--- src/rtl/tank_pkg.sv ---
// Shared tank-game definitions: direction codes, map limits, bullet FSM encoding
// and the one-cell step helper used for both launch and flight.
package tank_pkg;

  localparam logic [1:0] DIR_UP    = 2'd0;
  localparam logic [1:0] DIR_LEFT  = 2'd1;
  localparam logic [1:0] DIR_DOWN  = 2'd2;
  localparam logic [1:0] DIR_RIGHT = 2'd3;

  localparam logic [4:0] MAP_X_MAX = 5'd15;
  localparam logic [4:0] MAP_Y_MAX = 5'd11;

  typedef enum logic [1:0] {
    ST_IDLE = 2'd0,
    ST_FLY  = 2'd1,
    ST_COOL = 2'd2
  } bul_fsm_e;

  typedef struct packed {
    logic       ok;
    logic [4:0] x;
    logic [4:0] y;
  } cell_t;

  // Neighbouring cell in direction dir; one spare bit turns underflow/overflow into "off-map".
  function automatic cell_t next_cell(input logic [4:0] x, input logic [4:0] y,
                                      input logic [1:0] dir,
                                      input logic [4:0] x_max, input logic [4:0] y_max);
    logic [5:0] nx;
    logic [5:0] ny;
    cell_t      c;
    nx = {1'b0, x};
    ny = {1'b0, y};
    case (dir)
      DIR_UP:   ny = ny - 6'd1;
      DIR_LEFT: nx = nx - 6'd1;
      DIR_DOWN: ny = ny + 6'd1;
      default:  nx = nx + 6'd1;
    endcase
    c.ok = (nx <= {1'b0, x_max}) && (ny <= {1'b0, y_max});
    c.x  = nx[4:0];
    c.y  = ny[4:0];
    return c;
  endfunction

endpackage

--- src/rtl/mybullet_app_if.sv ---
// Bullet-side bundle: tank/enemy inputs towards the bullet, bullet position and hits back.
interface mybullet_app_if;
  logic       bul_en;
  logic       bul_sht;
  logic [1:0] tank_dir;
  logic [4:0] tank_x;
  logic [4:0] tank_y;
  logic [4:0] enemy1_x;
  logic [4:0] enemy1_y;
  logic [4:0] enemy2_x;
  logic [4:0] enemy2_y;
  logic [4:0] bul_x;
  logic [4:0] bul_y;
  logic       bul_state;
  logic [1:0] bul_dir;
  logic       hit1;
  logic       hit2;

  modport master (
    output bul_en, bul_sht, tank_dir, tank_x, tank_y,
           enemy1_x, enemy1_y, enemy2_x, enemy2_y,
    input  bul_x, bul_y, bul_state, bul_dir, hit1, hit2
  );

  modport slave (
    input  bul_en, bul_sht, tank_dir, tank_x, tank_y,
           enemy1_x, enemy1_y, enemy2_x, enemy2_y,
    output bul_x, bul_y, bul_state, bul_dir, hit1, hit2
  );
endinterface

--- src/rtl/slow_tick_gen.sv ---
// Two-flop synchronizer plus rising-edge detect: turns the slow game clock into a 1-cycle tick.
module slow_tick_gen (
  input  logic clk,
  input  logic rst,
  input  logic clk_slow,
  output logic tick
);
  logic [2:0] sync_q;
  logic [2:0] sync_d;

  always_comb sync_d = {sync_q[1:0], clk_slow};

  always_ff @(posedge clk) begin
    // NOTE: non-blocking so each stage samples its neighbour's pre-edge value.
    if (rst) sync_q <= '0;
    else     sync_q <= sync_d;
  end

  assign tick = sync_q[1] & ~sync_q[2];
endmodule

--- src/rtl/mybullet_app.sv ---
// Player bullet: launches from the cell the tank faces, steps every MOVE_DIV slow ticks and
// retires on a map edge or enemy hit. Define MYBULLET_COOLDOWN_EN for a post-retire cooldown.
module mybullet_app
  import tank_pkg::*;
#(
  parameter logic [4:0] X_MAX    = MAP_X_MAX,
  parameter logic [4:0] Y_MAX    = MAP_Y_MAX,
  parameter int         MOVE_DIV = 2,
  parameter int         COOLDOWN = 3
) (
  input  logic          clk,
  input  logic          rst,
  input  logic          clk_4Hz,
  mybullet_app_if.slave bus
);
  // One counter paces both moves and cooldown, so it is sized for the larger of the two.
  localparam int               CNT_MAX   = (MOVE_DIV > COOLDOWN) ? MOVE_DIV : COOLDOWN;
  localparam int               CNT_W     = $clog2(CNT_MAX + 1);
  localparam logic [CNT_W-1:0] MOVE_LAST = CNT_W'(MOVE_DIV - 1);
`ifdef MYBULLET_COOLDOWN_EN
  localparam logic [CNT_W-1:0] COOL_LAST = CNT_W'(COOLDOWN - 1);
  localparam bul_fsm_e         RETIRE_ST = ST_COOL;
`else
  localparam bul_fsm_e         RETIRE_ST = ST_IDLE;
`endif

  logic             tick;
  logic             fire;
  logic             retire;
  cell_t            launch_cell;
  cell_t            flight_cell;
  bul_fsm_e         state_q,     state_d;
  logic [4:0]       bul_x_q,     bul_x_d;
  logic [4:0]       bul_y_q,     bul_y_d;
  logic [1:0]       bul_dir_q,   bul_dir_d;
  logic             bul_state_q, bul_state_d;
  logic             hit1_q,      hit1_d;
  logic             hit2_q,      hit2_d;
  logic             sht_prev_q,  sht_prev_d;
  logic [CNT_W-1:0] cnt_q,       cnt_d;

  slow_tick_gen u_tick (
    .clk      (clk),
    .rst      (rst),
    .clk_slow (clk_4Hz),
    .tick     (tick)
  );

  assign fire        = bus.bul_sht & ~sht_prev_q;
  assign launch_cell = next_cell(bus.tank_x, bus.tank_y, bus.tank_dir, X_MAX, Y_MAX);
  assign flight_cell = next_cell(bul_x_q, bul_y_q, bul_dir_q, X_MAX, Y_MAX);

  always_comb begin
    // NOTE: every _d gets a default first, so no path through the block can infer a latch.
    state_d     = state_q;
    bul_x_d     = bul_x_q;
    bul_y_d     = bul_y_q;
    bul_dir_d   = bul_dir_q;
    bul_state_d = bul_state_q;
    cnt_d       = cnt_q;
    hit1_d      = 1'b0;
    hit2_d      = 1'b0;
    retire      = 1'b0;
    sht_prev_d  = bus.bul_sht;

    if (!bus.bul_en) begin
      state_d     = ST_IDLE;
      bul_state_d = 1'b0;
    end else begin
      unique case (state_q)
        ST_IDLE: begin
          if (fire && launch_cell.ok) begin
            state_d     = ST_FLY;
            bul_x_d     = launch_cell.x;
            bul_y_d     = launch_cell.y;
            bul_dir_d   = bus.tank_dir;
            bul_state_d = 1'b1;
            cnt_d       = '0;
          end
        end
        ST_FLY: begin
          // Hit has priority over a move in the same cycle; enemy 1 wins a shared cell.
          if (bul_x_q == bus.enemy1_x && bul_y_q == bus.enemy1_y) begin
            hit1_d = 1'b1;
            retire = 1'b1;
          end else if (bul_x_q == bus.enemy2_x && bul_y_q == bus.enemy2_y) begin
            hit2_d = 1'b1;
            retire = 1'b1;
          end else if (tick) begin
            if (cnt_q == MOVE_LAST) begin
              cnt_d = '0;
              if (flight_cell.ok) begin
                bul_x_d = flight_cell.x;
                bul_y_d = flight_cell.y;
              end else begin
                retire = 1'b1;
              end
            end else begin
              cnt_d = cnt_q + CNT_W'(1);
            end
          end
        end
`ifdef MYBULLET_COOLDOWN_EN
        ST_COOL: begin
          if (tick) begin
            if (cnt_q == COOL_LAST) state_d = ST_IDLE;
            else                    cnt_d   = cnt_q + CNT_W'(1);
          end
        end
`endif
        default: state_d = ST_IDLE;
      endcase

      if (retire) begin
        state_d     = RETIRE_ST;
        bul_state_d = 1'b0;
        cnt_d       = '0;
      end
    end
  end

  always_ff @(posedge clk) begin
    if (rst) begin
      state_q     <= ST_IDLE;
      bul_x_q     <= '0;
      bul_y_q     <= '0;
      bul_dir_q   <= '0;
      bul_state_q <= 1'b0;
      hit1_q      <= 1'b0;
      hit2_q      <= 1'b0;
      sht_prev_q  <= 1'b0;
      cnt_q       <= '0;
    end else begin
      state_q     <= state_d;
      bul_x_q     <= bul_x_d;
      bul_y_q     <= bul_y_d;
      bul_dir_q   <= bul_dir_d;
      bul_state_q <= bul_state_d;
      hit1_q      <= hit1_d;
      hit2_q      <= hit2_d;
      sht_prev_q  <= sht_prev_d;
      cnt_q       <= cnt_d;
    end
  end

  assign bus.bul_x     = bul_x_q;
  assign bus.bul_y     = bul_y_q;
  assign bus.bul_dir   = bul_dir_q;
  assign bus.bul_state = bul_state_q;
  assign bus.hit1      = hit1_q;
  assign bus.hit2      = hit2_q;
endmodule

--- src/flat_wrapper.sv ---
// flat-port wrapper written by rule: the top's interface ports become plain ports
module mybullet_app_flat import tank_pkg::*;
#(
  parameter logic [4:0] X_MAX    = MAP_X_MAX,
  parameter logic [4:0] Y_MAX    = MAP_Y_MAX,
  parameter int         MOVE_DIV = 2,
  parameter int         COOLDOWN = 3
)
  (clk, rst, clk_4Hz, bus_bul_en, bus_bul_sht, bus_tank_dir, bus_tank_x, bus_tank_y, bus_enemy1_x, bus_enemy1_y, bus_enemy2_x, bus_enemy2_y, bus_bul_x, bus_bul_y, bus_bul_state, bus_bul_dir, bus_hit1, bus_hit2);
  mybullet_app_if bus_i ();
  input  logic clk;
  input  logic rst;
  input  logic clk_4Hz;
  input wire logic [$bits(bus_i.bul_en)-1:0] bus_bul_en;
  input wire logic [$bits(bus_i.bul_sht)-1:0] bus_bul_sht;
  input wire logic [$bits(bus_i.tank_dir)-1:0] bus_tank_dir;
  input wire logic [$bits(bus_i.tank_x)-1:0] bus_tank_x;
  input wire logic [$bits(bus_i.tank_y)-1:0] bus_tank_y;
  input wire logic [$bits(bus_i.enemy1_x)-1:0] bus_enemy1_x;
  input wire logic [$bits(bus_i.enemy1_y)-1:0] bus_enemy1_y;
  input wire logic [$bits(bus_i.enemy2_x)-1:0] bus_enemy2_x;
  input wire logic [$bits(bus_i.enemy2_y)-1:0] bus_enemy2_y;
  output wire logic [$bits(bus_i.bul_x)-1:0] bus_bul_x;
  output wire logic [$bits(bus_i.bul_y)-1:0] bus_bul_y;
  output wire logic [$bits(bus_i.bul_state)-1:0] bus_bul_state;
  output wire logic [$bits(bus_i.bul_dir)-1:0] bus_bul_dir;
  output wire logic [$bits(bus_i.hit1)-1:0] bus_hit1;
  output wire logic [$bits(bus_i.hit2)-1:0] bus_hit2;
  assign bus_i.bul_en = bus_bul_en;
  assign bus_i.bul_sht = bus_bul_sht;
  assign bus_i.tank_dir = bus_tank_dir;
  assign bus_i.tank_x = bus_tank_x;
  assign bus_i.tank_y = bus_tank_y;
  assign bus_i.enemy1_x = bus_enemy1_x;
  assign bus_i.enemy1_y = bus_enemy1_y;
  assign bus_i.enemy2_x = bus_enemy2_x;
  assign bus_i.enemy2_y = bus_enemy2_y;
  assign bus_bul_x = bus_i.bul_x;
  assign bus_bul_y = bus_i.bul_y;
  assign bus_bul_state = bus_i.bul_state;
  assign bus_bul_dir = bus_i.bul_dir;
  assign bus_hit1 = bus_i.hit1;
  assign bus_hit2 = bus_i.hit2;
  mybullet_app #(.X_MAX(X_MAX), .Y_MAX(Y_MAX), .MOVE_DIV(MOVE_DIV), .COOLDOWN(COOLDOWN)) u_core (.clk(clk), .rst(rst), .clk_4Hz(clk_4Hz), .bus(bus_i));
endmodule
--- config.mk ---
export PLATFORM = sky130hd
export DESIGN_NAME = mybullet_app_flat
export DESIGN_NICKNAME = d
export VERILOG_FILES = /design/src/rtl/tank_pkg.sv /design/src/rtl/mybullet_app_if.sv /design/src/rtl/slow_tick_gen.sv /design/src/rtl/mybullet_app.sv /design/src/flat_wrapper.sv
export SDC_FILE = /design/constraint.sdc
export NUM_CORES = 1
export LEC_CHECK = 0
export CELL_PAD_IN_SITES_DETAIL_PLACEMENT = 1
export CELL_PAD_IN_SITES_GLOBAL_PLACEMENT = 1
export CORE_MARGIN = 10
export CORE_UTILIZATION = 33
export DETAILED_ROUTE_END_ITERATION = 7
export GPL_TIMING_DRIVEN = 0
export PLACE_DENSITY = 0.74
export SLEW_MARGIN = 20
export SYNTH_ARGS = -nofsm -noshare
export SYNTH_HDL_FRONTEND = slang
export SYNTH_SLANG_ARGS = --single-unit
--- constraint.sdc ---
create_clock -name clk -period 3.15 [get_ports clk]
set_clock_uncertainty 0.05 [all_clocks]
set_input_delay 0.63 -clock clk [delete_from_list [all_inputs] [get_ports clk]]
set_output_delay 0.63 -clock clk [all_outputs]
set_load 0.01 [all_outputs]
### Word level (Yosys, flattened, before mapping)

Cells that the tools add are included.

| storage, ports and cells | value |
|---|---|
| bits in read-only memories | 0 |
| register bits after elaboration | 23 |
| memories kept | 0 |
| bits in latches | 0 |
| word-level logic and storage cells | 105 |
| RAM bits | 0 |
| input bits | 37 |
| output and inout bits | 15 |

| cells by class | value |
|---|---|
| div/mod/pow operators | 0 |
| $mul | 0 |
| $lt $le $gt $ge | 4 |
| shift-type cells | 0 |
| reduce and logical (&&, ||, !) cells | 20 |
| multiplexer cells | 36 |
| add/sub/neg operators | 9 |
| equality and inequality tests | 20 |
| bitwise gates (word level) | 6 |

Operators with widths:

| cell | number |
|---|---|
| two-way mux 5 bit | 12 |
| case mux 6 bit (2 select lines) | 4 |
| adder 5 x 1 -> 6 bit (second input constant) | 4 |
| less-or-equal comparator 6 x 4 -> 1 bit (second input constant) | 4 |
| subtractor 5 x 1 -> 6 bit (second input constant) | 4 |
| == test 5 bit | 4 |
| case mux 5 bit (2 select lines) | 2 |
| two-way mux 2 bit | 7 |
| two-way mux 1 bit | 9 |
| == test 2 x 1 -> 1 bit (second input constant) | 4 |
| inequality test 2 x 1 -> 1 bit (second input constant) | 4 |
| case mux 2 bit (2 select lines) | 2 |
| AND reduction 8 bit | 1 |
| zero test 2 bit | 3 |
| inequality test 3 x 1 -> 1 bit (second input constant) | 2 |
| inequality test 3 bit (second input constant) | 2 |
| AND reduction 6 bit | 1 |
| OR reduction 3 bit | 2 |
| logical AND 1 bit | 5 |
| == test 2 bit (second input constant) | 2 |
| inequality test 2 bit (second input constant) | 2 |
| inverter 1 bit | 4 |
| AND reduction 2 bit | 2 |
| OR reduction 2 bit | 2 |
| other kinds (6) | 7 |

### Logic depth before layout (Yosys ltp)

Gate-level depths: netlist of the first run.

| depth | value |
|---|---|
| depth in word-level cells | 14 |
| gate-level depth with buffers | 12 |
| mapped depth without buffers | 11 |

### By module

From an unflattened synthesis of the first run, not the netlist that was laid out.

| unflattened totals | value |
|---|---|
| cell total of the unflattened synthesis | 272 |
| area, all modules | 2,177.1 um2 |

Modules (own cells, without submodules):

| module | instances | cells each | area an instance (um2) | seq. area each (um2) |
|---|---|---|---|---|
| mybullet_app | 1 | 265 | 2,089.5 | 380.4 |
| slow_tick_gen | 1 | 7 | 87.6 | 60.1 |

### Worst setup path before layout of the first run

No wires, ideal clock.

| path | value |
|---|---|
| path type | input port to flip-flop |
| start | in bus_tank_dir[0] |
| end | reg u_core.bul_x_q[0] (netlist: u_core.bus.bul_x[0]) |
| library setup time | 0.117 ns |
| setup slack | -0.266 ns |
| buffers on the path | 2 |
| stages | 12 |
| data arrival time | 3.249 ns |
| cells stage by stage | buf_2 > buf_1 > nand2b_1 > inv_1 > fa_1 > nand2b_1 > o2bb2ai_1 > o21a_1 > o41ai_4 > and4_4 > o21ai_1 > a32o_1 |

| between the ends | value |
|---|---|
| longest elaborated chain between the ends | 8 |
| elaborated cells on any way between the ends | 14 |
| those cells by class | order compare (2); eq/ne (3); mux (4); reduce/logical (5) |

Ends and longest elaborated chain:

| element | RTL line | source |
|---|---|---|
| from (decl) | flat_wrapper.sv:16 | `input wire logic [$bits(bus_i.tank_dir)-1:0] bus_tank_dir;` |
| == test 2 bit / zero test 2 bit (equally long branches) | tank_pkg.sv:34 | `case (dir)` |
| OR reduction 2 bit (no line) | -- |  |
| case mux 6 bit (2 select lines) | tank_pkg.sv:34 |  |
| less-or-equal comparator 6 x 4 -> 1 bit | tank_pkg.sv:40 | `c.ok = (nx <= {1'b0, x_max}) && (ny <= {1'b0, y_max});` |
| logical AND 1 bit | tank_pkg.sv:40 |  |
| logical AND 1 bit | mybullet_app.sv:72 | `if (fire && launch_cell.ok) begin` |
| inequality test 2 x 1 -> 1 bit (no line) | -- |  |
| AND reduction 8 bit (no line) | -- |  |
| to (signal assigned) | mybullet_app.sv:135 | `bul_x_q <= bul_x_d;` |
| to (decl) | mybullet_app.sv:33 | `logic [4:0] bul_x_q, bul_x_d;` |

Several ways; a longest one is shown, not always the timed one. The select of a mux whose other input is x is not followed.
A chain may end at the register's enable or synchronous reset.

### Worst setup path in the final report of the first run

| path | value |
|---|---|
| start | in bus_tank_y[2] |
| end | reg u_core.bul_dir_q[0] (netlist: u_core.bus.bul_dir[0]) |

| between the ends | value |
|---|---|
| longest elaborated chain between the ends | 6 |
| elaborated cells on any way between the ends | 7 |
| those cells by class | add/sub (2); order compare (1); mux (1); reduce/logical (3) |

Ends and longest elaborated chain:

| element | RTL line | source |
|---|---|---|
| from (decl) | flat_wrapper.sv:18 | `input wire logic [$bits(bus_i.tank_y)-1:0] bus_tank_y;` |
| adder 5 x 1 -> 6 bit / subtractor 5 x 1 -> 6 bit (equally long branches) | tank_pkg.sv:37, tank_pkg.sv:35 |  |
| case mux 6 bit (2 select lines) * | tank_pkg.sv:34 |  |
| less-or-equal comparator 6 x 4 -> 1 bit * | tank_pkg.sv:40 |  |
| logical AND 1 bit * | tank_pkg.sv:40 |  |
| logical AND 1 bit * | mybullet_app.sv:72 |  |
| AND reduction 3 bit (no line) * | -- |  |
| to (signal assigned) | mybullet_app.sv:137 | `bul_dir_q <= bul_dir_d;` |
| to (decl) | mybullet_app.sv:35 | `logic [1:0] bul_dir_q, bul_dir_d;` |

Mark *: on every way between the ends. The rest lies on a longest branch, timed or not.

==> results of run 1 <==
-- power breakdown --
group,internal [mW],switching (mW),leakage (nW)
Clock,0.170,0.109,0.0357
Sequential,0.283,0.00346,0.178
Combinational,0.131,0.124,0.968
Total,0.584,0.236,1.18
-- cells in the final DEF (no fill, tap or decap), drive strengths merged, types with 4 or more instances in the layout --
cell	Yosys	final
inv	11	11
and4	4	4
clkbuf	4	8
a22oi	4	4
nor4	6	6
a21oi	19	19
nor2	20	20
and3	5	5
mux2i	5	5
nand2	18	18
nand2b	7	7
clkdlybuf4s50	0	46
nand3	5	5
buf	11	21
o32ai	4	4
a21o	5	5
xnor2	18	18
xor2	9	9
o21ai	11	11
nor2b	5	5
nor3	5	5
dfxtp	22	22
a211oi	8	8
ha	13	13
nand4	8	8
-- worst paths after layout --
check,slack [ns],cells after the start,end,start
max,0.12,11,u_core.bus.bul_dir[0]$_SDFFE_PP0P_,bus_tank_y[2]
min reg2reg,0.40,1,u_core.u_tick.sync_q[1]$_SDFF_PP0_,u_core.u_tick.sync_q[0]$_SDFF_PP0_
min,0.40,1,u_core.u_tick.sync_q[1]$_SDFF_PP0_,u_core.u_tick.sync_q[0]$_SDFF_PP0_
max reg2reg,0.23,12,u_core.bus.bul_state$_SDFFE_PP0P_,u_core.bus.bul_dir[0]$_SDFFE_PP0P_
-- per-stage QoR --
| stage | hold WS (ns) | area [µm²] | utilization (%) | setup WS (ns) | std cells |
|---|---|---|---|---|---|
| final | 0.399 | 2980 | 46.9 | 0.117 | 404 |
| after global routing | 0.418 | 2980 | 46.9 | -0.0382 | 404 |
| after CTS | 0.402 | 2930 | 46.2 | 0.0253 | 401 |
| after detailed placement | 0.382 | 2760 | 43.5 | -0.942 | 390 |
| after global placement | 0.369 | 2760 | 43.5 | -0.927 | 390 |
| after floorplan | 0.364 | 2180 | - | 0.0636 | 264 |
-- cell usage after synthesis, types with 2 or more instances --
cell | number | area, µm²
o21ai_0 | 9 | 45.0
o31ai_1 | 2 | 15.0
o311ai_0 | 2 | 17.5
nor2b_1 | 5 | 31.3
nor4_1 | 5 | 31.3
nand2b_1 | 7 | 43.8
a2111oi_2 | 2 | 30.0
xor2_1 | 9 | 78.8
inv_1 | 10 | 37.5
a22oi_1 | 4 | 30.0
a21oi_1 | 19 | 95.1
fa_1 | 3 | 60.1
nor3_1 | 5 | 25.0
buf_6 | 3 | 33.8
nand4_1 | 8 | 50.1
dfxtp_1 | 22 | 440
and4_4 | 2 | 22.5
nor4b_1 | 2 | 17.5
o21a_1 | 2 | 15.0
buf_2 | 5 | 25.0
ha_1 | 13 | 163
nand3b_1 | 2 | 15.0
clkbuf_1 | 4 | 15.0
mux2i_1 | 5 | 50.1
a211oi_1 | 7 | 52.6
nor2_1 | 19 | 71.3
xnor2_1 | 18 | 158
nor3b_1 | 2 | 15.0
o32ai_1 | 4 | 35.0
a211o_1 | 3 | 26.3
buf_4 | 2 | 15.0
a21o_1 | 5 | 37.5
o221ai_1 | 2 | 17.5
nand2_1 | 18 | 67.6
and3_1 | 4 | 25.0
nand3_1 | 5 | 25.0
and4_1 | 2 | 17.5
-- final cells by class --
| cell class | instances | share of cell area, % |
|---|---|---|
| Multi-Input combinational cell | 215 | 55.6 |
| Timing Repair Buffer | 60 | 19.1 |
| Sequential cell | 22 | 14.8 |
| Buffer | 14 | 3.32 |
| Tap cell | 77 | 3.24 |
| Inverter | 12 | 1.51 |
| Clock buffer | 3 | 1.39 |
| Clock inverter | 1 | 1.01 |
-- routing by layer --
layer,vias to the layer above,share of wire [%],GRT usage [%]
met5,-,0,0
met4,0,1.2,4.07
met3,8,4.5,2.19
met2,67,46,23.3
met1,1069,48,16.9
li1,1107,-,-
-- flip-flops by register name (all words and copies together), names as in the netlist --
name and flops:
u_core.bus.bul_x 5, u_core.bus.bul_state 1, u_core.bus.hit1 1, u_core.bus.bul_y 5
u_core.bus.bul_dir 2, u_core.cnt_q 2, u_core.state_q 1, u_core.sht_prev_q 1
u_core.u_tick.sync_q 3, u_core.bus.hit2 1
-- critical path: cells and delay by family --
kind / cells / cell delay (ns)
AO/OA/AOI/OAI: 3 / 0.88
adder cells (fa/ha/maj): 1 / 0.36
AND/OR/NAND/NOR: 3 / 0.31
buffers and inverters: 3 / 0.72
multiplexers: 1 / 0.21
-- what timing repair did --
item                                    CTS  global route
pin swaps                                 4             3
gates resized for setup                  15             9
buffers inserted                          7             4
cloned                                    0             0
endpoints found under the setup margin   16            16
-- kinds of logic (layout without fill, tap and decap cells) --
| logic type | count (synthesis) | after routing | synth area share [%] |
|---|---|---|---|
| DFF | 22 | 22 | 20.3 |
| buffers and inverters | 27 | 90 | 6.36 |
| AOI/OAI and AO/OA | 72 | 72 | 24.3 |
| muxes | 5 | 5 | 2.31 |
| adders and majority gates | 16 | 16 | 10.3 |
| and+or+nand+nor | 95 | 95 | 25.4 |
| xor gates and xnor gates | 27 | 27 | 10.9 |
==> out/metrics.yaml, run 1 <==
p_total_mw: 0.820
relSlewSlack_pct: 40.0
yosysWarnings: 0
drt.antenna.violating_nets: 0
pin_count: 52
slowest_stage: "o41ai_4"
drt_iter0_markers: 116
async_reset_ff_share_pct: 0
seq_area_frac_synth_pct: 20.3
multi_input_area_um2: 1650
netlist_instances: 264
hpwlAfterDp_um: 5610
fill_cells: 762
clk_latency_ns: 0.28
grt_antenna_before_repair: 0
core_um2: 6350
grt_max_degree: 14
leakage_nw: 1.18
cts_buffers: 3
synth.distinct_cells: 60
crit_type: "in2reg"
route.vias.total: 2251
syn2layout_area_growth_pct: 37.5
htreeDepth: 1
clk_pin_slew_ns: 0.09
cp_slowest_stage_delay_ns: 0.46
cts.sinks: 22
synth_flop_cell: "dfxtp_1"
dieArea_um2: 10200
synth_edf_count: 0
timing.setup.tns_ns: 0
worstPathRequired_ns: 3.23
fmax_mhz: 330
hold_class: "reg2reg"
ys_ff_latch: 22
cp_max_fo: 4
critPathCaptureType: "flip-flop"
nets: 381
fp.dieH_um: 101
cp.arrival_ns: 3.12
drv_slew: 0
syn-cell-area_um2: 2160
overflow: 0
initial_core_util_pct: 34.1
grt.total_usage_pct: 13.6
drt_pass1_iterations: 4
drive_above_1_share_pct: 15.6
drc: 0
cpMostUsedCell: "buf_4"
maxCapViolations: 0
diodes: 0
grt_pass1_vias: 2363
wl_per_cell_um: 17.8
seq_area_um2: 440
hold_violations: 0
fin_crit_ns: 3.03
hold_buffers: 0
avgSynthCellArea_um2: 8.20
wl_um: 7190
start_kind: "input port"
placementRows: 29
via_per_inst: 5.57
synth_nets: 317
crit_chain: "clkdlybuf4s50_1 > ha_1 > o21ai_1 > nor3b_1 > o21a_1 > o41ai_4 > buf_4 > buf_4 > nand4_1 > mux2i_1 > nor2_1"
status: "finished clean"
root_buffer: "clkbuf_8"
worst_ir_drop_vdd_mv: 0.150
worst_pin_slew_ns: 0.892
power.density_nw_per_um2: 275
setup-violations-final: 0
grt_first_pass_wirelength_um: 11600
die_w_um: 101
clockBufferDepth: 2
gp_congestion: 0.798
finalCritPeriodShare_pct: 96.3
port_buffers: 49
cts_tree: "yes"
No activity file was read; power rests on OpenSTA's default activity.
==> inputs of run 2 (changes only) <==
Settings changed: CORE_UTILIZATION 33 to 37, PLACE_DENSITY 0.74 to 0.85.
Clock period 3.15 ns to 3.25 ns, I/O delays scaled along.
==> run 2 against run 1 <==
  * Register-to-register slack improved by 0.08 ns
  * Critical path depth rose by 2
  * Non-clock buffer count fell by 4
  * Global-route usage rose by 1.8 points
  * Highest routed layer unchanged
==> out/metrics.yaml, run 2 (synthesis results as in run 1) <==
drc: 0  # unchanged
setup-violations-final: 0  # unchanged
diodes: 0  # unchanged
nets: 377  # -1.0%
hold_class: "reg2reg"
grt.total_usage_pct: 15.5  # +1.8 points
fin_util_pct: 52.7  # +5.9 points
final_common_cell: "clkdlybuf4s50_1"
worstPathRequired_ns: 3.37  # +0.14 ns
placementRows: 27  # -6.9%
wl_um: 7500  # +4.4%
port_buffers: 49  # unchanged
grt_first_pass_wirelength_um: 11700  # +0.90%
cp.arrival_ns: 3.31  # +0.19 ns
clk_pin_slew_ns: 0.09  # about the same
pwr-share-comb_pct: 31.2  # about the same
pin_count: 52  # unchanged
cp_max_fo: 10  # +6
die_w_um: 96.5  # -4.5%
critPathBufInv: 4  # +1
initial_core_util_pct: 38.6  # +4.5 points
cts_buffers: 3  # unchanged
grt_pass1_vias: 2367  # +0.17%
fp.dieH_um: 96.5  # -4.5%
clockBufferDepth: 2  # unchanged
htreeDepth: 1  # unchanged
worst_ir_drop_vdd_mv: 0.151  # +0.49%
cpMostUsedCell: "nand2b_4"
worst_pin_slew_ns: 0.871  # -0.0204 ns
top_layer_used: "met4"
switching_share_pct: 29.2  # +0.41 points
drt_pass1_iterations: 4  # unchanged
core_um2: 5610  # -12%
p_seq_share_pct: 34.9  # about the same
clkPwrFrac_pct: 33.9  # about the same
status: "finished clean"
met2_length_um: 3760  # +13%
drt_iter0_markers: 87  # -25%
power.density_nw_per_um2: 269  # -2.5%
gp_congestion: 0.821  # +2.9%
wl_met3_um: 381  # +18%
final_cell_mix: "clkdlybuf4s50_1, dfxtp_1, nor2_1"
cts.sinks: 22  # unchanged
cp_slowest_stage_delay_ns: 0.52  # +0.06 ns
hold_violations: 0  # unchanged
clk_latency_ns: 0.28  # about the same
met1_length_um: 3250  # -5.7%
drive_above_1_share_pct: 14.9  # -0.74 points
hpwlAfterDp_um: 5660  # +0.75%
critPathCaptureType: "flip-flop"
route.vias.total: 2282  # +1.4%
via_per_inst: 5.78  # +3.7%
p_int_mw: 0.563  # -3.6%
overflow: 0  # unchanged
grt_max_degree: 14  # unchanged
wl_per_cell_um: 19.0  # +6.8%
relSlewSlack_pct: 41.4  # +1.4 points
finalCritPeriodShare_pct: 98.1
root_buffer: "clkbuf_8"
fmax_mhz: 314
start_kind: "input port"
p_sw_mw: 0.232  # -1.7%
fin_crit_ns: 3.19
crit_chain: "clkbuf_2 > buf_6 > buf_8 > nand2b_4 > inv_1 > fa_2 > nand2b_4 > o2bb2ai_2 > o21a_1 > o41ai_4 > and4_4 > o21ai_1 > a32o_1"
syn2layout_area_growth_pct: 36.6
dieArea_um2: 9310  # -8.7%
p_total_mw: 0.795  # -3.0%
critPathTopFamily: "compound AO/OA/AOI/OAI gates"
grt_antenna_before_repair: 0  # unchanged
fill_cells: 694  # -8.9%
leakage_nw: 1.18  # -0.24%
drt.antenna.violating_nets: 0  # unchanged
drv_slew: 0  # unchanged
maxCapViolations: 0  # unchanged
cts_tree: "yes"
slowest_stage: "o41ai_4"
crit_type: "in2reg"
-- run 2: final cells by class --
| class | count | area [µm²] | share of cell area, % |
|---|---|---|---|
| multi-input cells | 215 | 1660 | 56.2 |
| repair buffers | 55 | 539 | 18.2 |
| flip-flops and latches | 22 | 440 | 14.9 |
| plain buffers | 15 | 110 | 3.72 |
| well taps | 72 | 90.1 | 3.05 |
| inverters | 12 | 45.0 | 1.52 |
| clock buffers | 3 | 41.3 | 1.40 |
| clock inverters | 1 | 30.0 | 1.02 |
-- run 2: layer usage --
layer | track usage (%) | vias to the layer above
met5 | 0 | -
met4 | 4.24 | 0
met3 | 1.85 | 8
met2 | 28.2 | 62
met1 | 18.5 | 1104
li1 | - | 1108
-- run 2: worst register-to-register path: stages, from the launching register on --
cell,delay (ns)
dfxtp_1,0.38
buf_4,0.20
inv_2,0.11
nand2_2,0.13
inv_1,0.09
fa_1,0.40
nand2b_1,0.16
a21oi_1,0.16
xor2_1,0.09
a21oi_1,0.24
nand3_1,0.13
a211o_1,0.32
a2111oi_2,0.39
-- run 2: power groups by stage --
| stage | logic (mW) | clock network (mW) | registers, mW |
|---|---|---|---|
| 6_report | 0.248 | 0.270 | 0.277 |
| 3_5_place_dp | 0.225 | 0 | 0.284 |
| 2_1_floorplan | 0.137 | 0 | 0.284 |
| 4_1_cts | 0.232 | 0.269 | 0.277 |
| 5_1_grt | 0.271 | 0.278 | 0.278 |
| 3_3_place_gp | 0.216 | 0 | 0.283 |
-- run 2: through the flow --
stage / hold WS [ns] / area [µm²] / instances / setup slack, ns / setup TNS (ns)
after detailed placement: 0.382 / 2750 / 385 / -1.06 / -13.72
after global placement: 0.367 / 2750 / 385 / -1.00 / -12.51
final: 0.400 / 2960 / 395 / 0.0629 / 0
after global routing: 0.413 / 2960 / 395 / -0.0283 / -0.0623
after floorplan: 0.364 / 2170 / 264 / 0.00863 / 0
after CTS: 0.401 / 2870 / 392 / 0.0373 / 0
-- run 2: worst paths after layout --
path                            slack [ns]  cells after the start                                  to                               start
worst max-delay path                  0.06                     13    u_core.bus.bul_x[0]$_SDFFE_PP0P_                     bus_tank_dir[0]
worst min-delay path                  0.40                      1  u_core.u_tick.sync_q[1]$_SDFF_PP0_  u_core.u_tick.sync_q[0]$_SDFF_PP0_
worst max register to register        0.31                     12      u_core.state_q[0]$_SDFFE_PP0P_  u_core.bus.bul_dir[0]$_SDFFE_PP0P_
worst min register to register        0.40                      1  u_core.u_tick.sync_q[1]$_SDFF_PP0_  u_core.u_tick.sync_q[0]$_SDFF_PP0_
-- run 2: repair_timing --
item	4_1_cts	5_1_grt
endpoints found under the setup margin	16	14
hold buffers	0	0
gates resized for setup	9	18
pin swaps	4	6
setup buffers	3	3
